===== src/rtl/trig_buf_switch_ctrl_pkg.sv =====
// Shared definitions for the trigger-count buffer-switch controller.
// Entry width grows by a 32-bit timestamp when TRIG_SNAP_TIMESTAMP_EN is defined.
package trig_buf_switch_ctrl_pkg;

    localparam int DEF_NCHAN = 5;
    localparam int DEF_CNT_W = 20;
    localparam int TS_W      = 32;

    typedef enum logic [1:0] {
        ST_ARMED = 2'd0,
        ST_DRAIN = 2'd1,
        ST_SNAP  = 2'd2
    } state_e;

    // Entry layout, MSB to LSB: [timestamp,] buffer index, counts, saturation flags
    function automatic int snap_entry_w(input int nbuf, input int nchan, input int cnt_w);
`ifdef TRIG_SNAP_TIMESTAMP_EN
        return $clog2(nbuf) + nchan * (cnt_w + 1) + TS_W;
`else
        return $clog2(nbuf) + nchan * (cnt_w + 1);
`endif
    endfunction

endpackage


===== src/rtl/trig_buf_switch_ctrl_snap_fifo.sv =====
// First-word fall-through synchronous FIFO holding closed-buffer snapshots.
// A pop in the same cycle as a write to a full FIFO frees the slot first.
module trig_buf_switch_ctrl_snap_fifo #(
    parameter int WIDTH = 8,
    parameter int AW    = 2
) (
    input  logic             clk,
    input  logic             rst_n,
    input  logic             wr_en_i,
    input  logic [WIDTH-1:0] wr_data_i,
    input  logic             rd_en_i,
    output logic [WIDTH-1:0] rd_data_o,
    output logic             full_o,
    output logic             empty_o
);

    localparam int DEPTH = 2 ** AW;

    logic [WIDTH-1:0] mem_q [DEPTH];
    logic [AW-1:0]    wp_q;
    logic [AW-1:0]    rp_q;
    logic [AW:0]      cnt_q;
    logic             do_rd;
    logic             do_wr;

    assign empty_o = (cnt_q == '0);
    assign full_o  = (cnt_q == (AW+1)'(DEPTH));
    assign do_rd   = rd_en_i && !empty_o;
    assign do_wr   = wr_en_i && (!full_o || do_rd);

    // Head is forced to zero while empty so the snapshot outputs idle at 0
    assign rd_data_o = empty_o ? '0 : mem_q[rp_q];

    always_ff @(posedge clk) begin
        if (do_wr) begin
            mem_q[wp_q] <= wr_data_i;
        end
    end

    always_ff @(posedge clk or negedge rst_n) begin
        if (!rst_n) begin
            wp_q  <= '0;
            rp_q  <= '0;
            cnt_q <= '0;
        end else begin
            if (do_wr) begin
                wp_q <= wp_q + AW'(1);
            end
            if (do_rd) begin
                rp_q <= rp_q + AW'(1);
            end
            case ({do_wr, do_rd})
                2'b10:   cnt_q <= cnt_q + (AW+1)'(1);
                2'b01:   cnt_q <= cnt_q - (AW+1)'(1);
                default: cnt_q <= cnt_q;
            endcase
        end
    end

endmodule


===== src/rtl/trig_buf_switch_ctrl.sv =====
// Per-channel trigger counting across rotating buffers with drained, snapshotted switches.
// Optional TRIG_SNAP_TIMESTAMP_EN adds a cycle timestamp per snapshot on snap_ts.
module trig_buf_switch_ctrl
    import trig_buf_switch_ctrl_pkg::*;
#(
    parameter int NCHAN     = DEF_NCHAN,
    parameter int CNT_W     = DEF_CNT_W,
    parameter int NBUF      = 4,
    parameter int DRAIN_CYC = 4,
    parameter int FIFO_AW   = 2
) (
    input  logic                      clk,
    input  logic                      rst_n,
    input  logic                      run,
    input  logic [NCHAN-1:0]          chan_trig,
    input  logic                      switch_req,
    output logic                      switch_ack,
    output logic [$clog2(NBUF)-1:0]   cur_buf,
    output logic                      snap_valid,
    input  logic                      snap_ready,
    output logic [$clog2(NBUF)-1:0]   snap_buf,
    output logic [NCHAN*CNT_W-1:0]    snap_cnt,
    output logic [NCHAN-1:0]          snap_sat,
    output logic                      busy,
    output logic                      ovf_err,
    output logic                      sw_err
`ifdef TRIG_SNAP_TIMESTAMP_EN
    ,
    output logic [TS_W-1:0]           snap_ts
`endif
);

    localparam int BUF_W   = $clog2(NBUF);
    localparam int CNT_FW  = NCHAN * CNT_W;
    localparam int ENTRY_W = snap_entry_w(NBUF, NCHAN, CNT_W);
    localparam int DRN_W   = (DRAIN_CYC > 1) ? $clog2(DRAIN_CYC) : 1;

    localparam logic [CNT_W-1:0] CNT_MAX  = '1;
    localparam logic [BUF_W-1:0] BUF_LAST = BUF_W'(NBUF - 1);
    localparam logic [DRN_W-1:0] DRN_LOAD = DRN_W'(DRAIN_CYC - 1);

    state_e           state_q;
    logic [DRN_W-1:0] drn_q;
    logic             ack_q;
    logic [BUF_W-1:0] buf_q;
    logic             ovf_q;
    logic             swe_q;

    logic [CNT_W-1:0] cnt_q [NCHAN];
    logic [CNT_W-1:0] cnt_d [NCHAN];
    logic [NCHAN-1:0] sat_q;
    logic [NCHAN-1:0] sat_d;
    logic [CNT_FW-1:0] cnt_flat;

    logic               snap_fire;
    logic               fifo_full;
    logic               fifo_empty;
    logic               pop;
    logic               drop;
    logic [ENTRY_W-1:0] wr_entry;
    logic [ENTRY_W-1:0] rd_entry;

    assign snap_fire = (state_q == ST_SNAP);
    assign pop       = !fifo_empty && snap_ready;
    assign drop      = snap_fire && fifo_full && !pop;

    // Next counts include this cycle's triggers, so the SNAP-cycle trigger lands in the snapshot
    always_comb begin
        sat_d    = sat_q;
        cnt_flat = '0;
        for (int i = 0; i < NCHAN; i++) begin
            cnt_d[i] = cnt_q[i];
            if (run && chan_trig[i]) begin
                if (cnt_q[i] == CNT_MAX) begin
                    sat_d[i] = 1'b1;
                end else begin
                    cnt_d[i] = cnt_q[i] + CNT_W'(1);
                end
            end
            cnt_flat[i*CNT_W +: CNT_W] = cnt_d[i];
        end
    end

    always_ff @(posedge clk or negedge rst_n) begin
        if (!rst_n) begin
            for (int i = 0; i < NCHAN; i++) begin
                cnt_q[i] <= '0;
            end
            sat_q <= '0;
        end else if (snap_fire) begin
            for (int i = 0; i < NCHAN; i++) begin
                cnt_q[i] <= '0;
            end
            sat_q <= '0;
        end else begin
            for (int i = 0; i < NCHAN; i++) begin
                cnt_q[i] <= cnt_d[i];
            end
            sat_q <= sat_d;
        end
    end

    always_ff @(posedge clk or negedge rst_n) begin
        if (!rst_n) begin
            state_q <= ST_ARMED;
            drn_q   <= '0;
            ack_q   <= 1'b0;
            buf_q   <= '0;
            ovf_q   <= 1'b0;
            swe_q   <= 1'b0;
        end else begin
            ack_q <= 1'b0;
            case (state_q)
                ST_ARMED: begin
                    if (switch_req) begin
                        ack_q   <= 1'b1;
                        drn_q   <= DRN_LOAD;
                        state_q <= ST_DRAIN;
                    end
                end
                ST_DRAIN: begin
                    if (switch_req) begin
                        swe_q <= 1'b1;
                    end
                    if (drn_q == '0) begin
                        state_q <= ST_SNAP;
                    end else begin
                        drn_q <= drn_q - DRN_W'(1);
                    end
                end
                ST_SNAP: begin
                    if (switch_req) begin
                        swe_q <= 1'b1;
                    end
                    if (drop) begin
                        ovf_q <= 1'b1;
                    end
                    buf_q   <= (buf_q == BUF_LAST) ? '0 : buf_q + BUF_W'(1);
                    state_q <= ST_ARMED;
                end
                default: begin
                    state_q <= ST_ARMED;
                end
            endcase
        end
    end

`ifdef TRIG_SNAP_TIMESTAMP_EN
    logic [TS_W-1:0] ts_cnt_q;
    logic [TS_W-1:0] ts_cap_q;

    // Captured while switch_ack is high; SNAP always follows at least one cycle later
    always_ff @(posedge clk or negedge rst_n) begin
        if (!rst_n) begin
            ts_cnt_q <= '0;
            ts_cap_q <= '0;
        end else begin
            ts_cnt_q <= ts_cnt_q + TS_W'(1);
            if (ack_q) begin
                ts_cap_q <= ts_cnt_q;
            end
        end
    end

    assign wr_entry = {ts_cap_q, buf_q, cnt_flat, sat_d};
    assign snap_ts  = rd_entry[ENTRY_W-1 -: TS_W];
`else
    assign wr_entry = {buf_q, cnt_flat, sat_d};
`endif

    trig_buf_switch_ctrl_snap_fifo #(
        .WIDTH (ENTRY_W),
        .AW    (FIFO_AW)
    ) u_snap_fifo (
        .clk       (clk),
        .rst_n     (rst_n),
        .wr_en_i   (snap_fire),
        .wr_data_i (wr_entry),
        .rd_en_i   (snap_ready),
        .rd_data_o (rd_entry),
        .full_o    (fifo_full),
        .empty_o   (fifo_empty)
    );

    assign switch_ack = ack_q;
    assign cur_buf    = buf_q;
    assign busy       = (state_q != ST_ARMED);
    assign ovf_err    = ovf_q;
    assign sw_err     = swe_q;
    assign snap_valid = !fifo_empty;
    assign snap_sat   = rd_entry[NCHAN-1:0];
    assign snap_cnt   = rd_entry[NCHAN +: CNT_FW];
    assign snap_buf   = rd_entry[NCHAN + CNT_FW +: BUF_W];

endmodule


===== config.mk =====
export PLATFORM = sky130hd
export DESIGN_NAME = trig_buf_switch_ctrl
export DESIGN_NICKNAME = d
export VERILOG_FILES = /design/src/rtl/trig_buf_switch_ctrl_pkg.sv /design/src/rtl/trig_buf_switch_ctrl_snap_fifo.sv /design/src/rtl/trig_buf_switch_ctrl.sv
export SDC_FILE = /design/constraint.sdc
export NUM_CORES = 1
export LEC_CHECK = 0
export BUFFER_PORTS_ARGS = -buffer_cell sky130_fd_sc_hd__buf_2
export CAP_MARGIN = 20
export CELL_PAD_IN_SITES_DETAIL_PLACEMENT = 2
export CELL_PAD_IN_SITES_GLOBAL_PLACEMENT = 2
export CORE_MARGIN = 5
export CORE_UTILIZATION = 35
export DETAILED_ROUTE_END_ITERATION = 8
export HOLD_SLACK_MARGIN = 0.02
export PLACE_DENSITY_LB_ADDON = 0.1
export REMOVE_ABC_BUFFERS = 1
export SYNTH_ARGS = -nofsm -noshare
export SYNTH_HDL_FRONTEND = slang
export SYNTH_HIERARCHICAL = 1
export SYNTH_SLANG_ARGS = --single-unit

===== constraint.sdc =====
create_clock -name clk -period 9.4 [get_ports clk]
set_input_delay 2.35 -clock clk [delete_from_list [all_inputs] [get_ports clk]]
set_output_delay 2.35 -clock clk [all_outputs]
set_load 0.01 [all_outputs]

Yosys cells after proc, flatten, opt, wreduce, memory -nomap -nowiden
Memories as Yosys holds them, arrays and structs flattened.
Index checks and enable logic that the tools add are counted.

storage, ports and cells
  register bits after elaboration = 121
  bits in latches = 0
  RAM bits = 428
  memory bits (read-only) = 0
  word-level logic and storage cells = 100
  memories kept = 1

cells by class
  $add $sub $neg = 11
  multipliers = 0
  divide/modulo/power cells = 0
  $lt $le $gt $ge = 0
  equal/unequal tests = 14
  shift-type cells = 0
  muxes and demuxes = 35
  bitwise logic cells = 0
  reductions and logical operators = 24

memories
  name               words  bits a word  read ports  clocked after memory_dff  write ports  line                                  RTL
  u_snap_fifo.mem_q  4      107          1           0                         1            trig_buf_switch_ctrl_snap_fifo.sv:19  logic [WIDTH-1:0] mem_q [DEPTH];

operator list
  kind                                                  number
  two-way mux 20 bit                                    10
  two-way mux 107 bit                                   1
  adder 20 x 1 -> 20 bit (second input constant)        5
  equality test 20 bit (second input constant)          5
  two-way mux 100 bit                                   1
  two-way mux 1 bit                                     14
  two-way mux 2 bit                                     5
  logical AND 1 bit                                     9
  one-hot mux 2 bit (2 select lines)                    2
  adder 2 x 1 -> 2 bit (second input constant)          3
  equality test 2 bit (second input constant)           3
  inequality test 2 bit (second input constant)         3
  one-hot mux 3 bit (2 select lines)                    1
  AND reduction 2 bit                                   3
  nonzero test 2 bit                                    3
  two-way mux 5 bit                                     1
  equality test 2 x 1 -> 1 bit (second input constant)  2
  logical NOT 2 bit                                     2
  adder 3 x 1 -> 3 bit (second input constant)          1
  equality test 3 bit (second input constant)           1
  logical NOT 1 bit                                     3
  logical NOT 3 bit                                     1
  AND reduction 3 bit                                   1
  subtractor 3 x 1 -> 3 bit (second input constant)     1
  3 further kinds                                       3

Depth between registers and ports, before layout
  depth after elaboration = 7
  gate-level depth with buffers = 9

Hierarchy
The synthesis kept the hierarchy.

modules (own cells, without submodules)
  module                          times used  cells an instance  area each (µm²)  seq. area each (µm²)
  trig_buf_switch_ctrl_snap_fifo  1           732                16615.9          13027.5
  trig_buf_switch_ctrl            1           692                6585.1           2852.7

Worst setup path before layout
OpenSTA, ideal clock, no wires.

  kind = input port to flip-flop
  start = input snap_ready
  end = memory u_snap_fifo/mem_q[0][0] in the netlist's numbering (enable)
  library setup time = 0.478 ns
  arrival time = 5.389 ns
  data required time = 8.922 ns
  path slack = 3.533 ns
  cell stages on the path = 3
  path through = clkbuf_1 o21a_1 and2_1

on the way
  cells in the longest elaborated chain, start to end = 5

ends and longest elaborated chain
  item                                     line                                  RTL
  start: declaration                       trig_buf_switch_ctrl.sv:20            input logic snap_ready,
  logical AND 1 bit                        trig_buf_switch_ctrl_snap_fifo.sv:28  assign do_rd = rd_en_i && !empty_o;
  logical OR 1 bit                         trig_buf_switch_ctrl_snap_fifo.sv:29  assign do_wr = wr_en_i && (!full_o || do_rd);
  logical AND 1 bit                        trig_buf_switch_ctrl_snap_fifo.sv:29
  two-way mux 1 bit                        trig_buf_switch_ctrl_snap_fifo.sv:35  if (do_wr) begin
  two-way mux 1 bit (not written as such)  trig_buf_switch_ctrl_snap_fifo.sv:36  mem_q[wp_q] <= wr_data_i;
  end: declaration                         trig_buf_switch_ctrl_snap_fifo.sv:19

Every way passes these cells.

Worst setup path in the final report
  start = register u_snap_fifo.rp_q[1]
  end = output snap_cnt[16]

on the way
  cells in the longest elaborated chain, start to end = 2

ends and longest elaborated chain
  item                      line                                  RTL
  start: declaration        trig_buf_switch_ctrl_snap_fifo.sv:21  logic [AW-1:0] rp_q;
  start signal: assignment  trig_buf_switch_ctrl_snap_fifo.sv:50  rp_q <= rp_q + AW'(1);
  memory (4 x 107 bit)      -
  two-way mux 107 bit       trig_buf_switch_ctrl_snap_fifo.sv:32  assign rd_data_o = empty_o ? '0 : mem_q[rp_q];
  end: declaration          trig_buf_switch_ctrl.sv:22            output logic [NCHAN*CNT_W-1:0] snap_cnt,

Every way passes these cells.

==> reports/metrics.cfg <==
[global_routing]
grt_overflow_total=0
grt.total_usage_pct=15.9
grt_pass1_wl_mm=88.5
grt_max_degree=100
antenna_found_initial=0
grt_pass1_vias=14415

[drt]
drtPass1Iterations=4
wl_per_cell_um=22.8
viasPerCell=5.16
vias=12761
routed_wirelength_mm=56.5
drc_errors=0
drt_iter0_drc=594
antenna_left=0

[worst_setup_path]
path_class=flip-flop to primary output
end_kind=primary output
path_delay_family=flip-flops
crit_end=snap_cnt[16]
reg2reg_to=u_snap_fifo/mem_q[2][67]
r2r-start=state_q[0]
r2r_cells=5
critPathBufInv=2
crit_arrival_ps=3330
cp_slowest_stage_delay_ps=1060
cp_slowest_cell=dfrtp_4
startpoint_type=flip-flop
rrSetupSlack_ps=5860
worstPathRequired_ps=7050
startpoint=u_snap_fifo/rp_q[1]
crit_fanout=59
cp_cell_sequence=buf_4 -> mux4_2 -> and2_1 -> buf_2
worstSetupPathDepth=4

[cells_and_area]
multi_input_area_mm2=0.00700
final_layout_size_suffix_gt1_share_pct=23.7
n_antenna_cell=0
final-seq-area_mm2=0.0159
syn_to_final_growth_pct=15.6
fillers=6377
final_nets=1586

[floorplanning]
pin_count=124
rows=94
die_x_um=267
start_util_pct=35.3
core_area_mm2=0.0657
die-area_mm2=0.0715
die_y_um=267

[clock_tree]
cts_tree=done
cts_hold_buf=0
numCtsBuffers=59
root_buffer=clkbuf_16
clkSinkCount=549
htree_levels=2
clockBufferDepth=3
postCtsSetupBuffers=0
clk_pin_slew_ps=60
post_cts_resized=0
clk_latency_ps=620

[place]
gp_congestion=0.714
numPortBuffers=123
hpwlAfterDp_mm=33.9

[timing]
tightestPinTransition_ps=1070
hold_viol_final=0
rsz0062_at_grt=no
min_period_ps=5680
setup_violations=0
slew_headroom_pct=28.4
slew_violations=0
max_freq_ghz=0.176
fin_crit_sh_pct=60.5
tns_ps=0
fin_skew_ps=23.6

[power]
leakagePower_nw=9.41
switchingPower_mw=2.43
p_per_area_mw_per_mm2=294
seqPwrFrac_pct=40.6
vdd_drop_max_mv=0.247
p_int_mw=5.46
comb_power_share_pct=28.4
power_mw=7.89
p_sw_share_pct=30.8
p_clk_share_pct=31.0

[synth]
synth-edff-count=428
synth_top_area_cell=edfxtp_1
synthTopCellsByArea=edfxtp_1 55%, dfrtp_1 13%, mux4_2 10%
synthCells=1424
synth_top_area_share_pct=55.4
ys_ff_latch=549
ys_warn_count=6
ys.flop_type=edfxtp_1
ys_types=70
postSynthAreaPerCell_um2=16.3
async_flop_share_pct=22.0
syn-cell-area_mm2=0.0232
ys_seq_area_share_pct=68.4

[run]
cap_violations=0

[status]
outcome=complete, no violations

[min_path]
hold_path_class=flip-flop to flip-flop

-- state kept, by name, indices dropped and copies added (netlist names) --
| name | cells |
|---|---|
| cnt_q | 100 |
| cur_buf | 2 |
| drn_q | 2 |
| ovf_err | 1 |
| sat_q | 5 |
| state_q | 2 |
| sw_err | 1 |
| switch_ack | 1 |
| u_snap_fifo/cnt_q | 3 |
| u_snap_fifo/mem_q | 428 |
| u_snap_fifo/rp_q | 2 |
| u_snap_fifo/wp_q | 2 |
-- Yosys cell counts, drive strengths merged (4+ instances only) --
cell,instances
clkbuf,41
and4,9
nand2,51
o211ai,4
xor2,33
xnor2,45
edfxtp,428
nand4,40
buf,18
and3,8
or2,5
mux2,16
or4,6
o21bai,5
a311oi,4
or3,14
nand3,32
nand2b,4
dfrtp,121
and2,122
nor3,30
nor2,38
nor2b,87
mux4,107
a31oi,11
inv,22
o21ai,18
ha,16
o2111ai,4
a21oi,30
nor4,17
-- cells in the final DEF (no fill, tap or decap), types with 13 or more instances in the layout --
cell / n
a21oi_1: 30
mux4_2: 107
nor4_1: 15
or3_1: 13
mux2_2: 13
dfrtp_1: 119
nand2_1: 51
nand4_1: 37
inv_1: 22
o21ai_0: 16
nand3_1: 32
ha_1: 15
xor2_1: 33
edfxtp_1: 428
nor2_1: 38
buf_2: 122
nor2b_1: 87
xnor2_1: 45
clkinv_2: 17
and2_1: 117
nor3_1: 29
clkbuf_16: 59
-- per-stage QoR --
step | setup slack, ps | hold WS [ps] | std cells | util [%] | area (µm²)
2_1_floorplan | 2010 | 493 | 1365 | - | 22900
3_3_place_gp | 4200 | 440 | 2362 | 37.7 | 24800
3_5_place_dp | 4190 | 447 | 2362 | 37.7 | 24800
4_1_cts | 3560 | 467 | 2474 | 40.8 | 26800
5_1_grt | 3530 | 505 | 2474 | 40.8 | 26800
6_report | 3720 | 460 | 2474 | 40.8 | 26800
-- layer usage --
metal	up-vias	wire [µm]	GRT usage, %
met2	164	28200	27.2
met3	56	1950	2.84
met4	0	847	3.26
met1	6804	25500	21.5
li1	5737	-	-
met5	-	0	0
-- how the worst min path moves through the flow --
stage / to / from / cells after the start
detailed placement: sw_err / sw_err / 1
floorplan: sw_err / sw_err / 1
global placement: sw_err / sw_err / 1
global route: sw_err / sw_err / 1
finish: sw_err / sw_err / 1
CTS: sw_err / sw_err / 1
-- power groups by stage --
stage | Clock [mW] | Combinational [mW] | Sequential (mW)
2_1_floorplan | 0 | 1.41 | 3.31
3_3_place_gp | 0 | 2.31 | 3.24
3_5_place_dp | 0 | 2.34 | 3.27
4_1_cts | 2.53 | 2.35 | 3.22
5_1_grt | 2.65 | 2.47 | 3.25
6_report | 2.45 | 2.24 | 3.21
-- final cells by class --
| class | count | share of cell area (%) |
|---|---|---|
| Clock buffer | 73 | 5.85 |
| Timing Repair Buffer | 133 | 2.65 |
| Inverter | 22 | 0.308 |
| Sequential cell | 549 | 59.3 |
| Tap cell | 864 | 4.03 |
| Multi-Input combinational cell | 794 | 26.1 |
| Clock inverter | 39 | 1.80 |
-- kinds of logic after synthesis --
family	synth area share, %
buffers and inverters	1.51
AO/OA/AOI/OAI	2.80
flip-flops	68.4
AND/OR/NAND/NOR	12.1
adder cells (fa/ha/maj)	0.949
XOR/XNOR	2.94
multiplexers	11.3
Note: power is estimated with default switching activity, not from simulation.
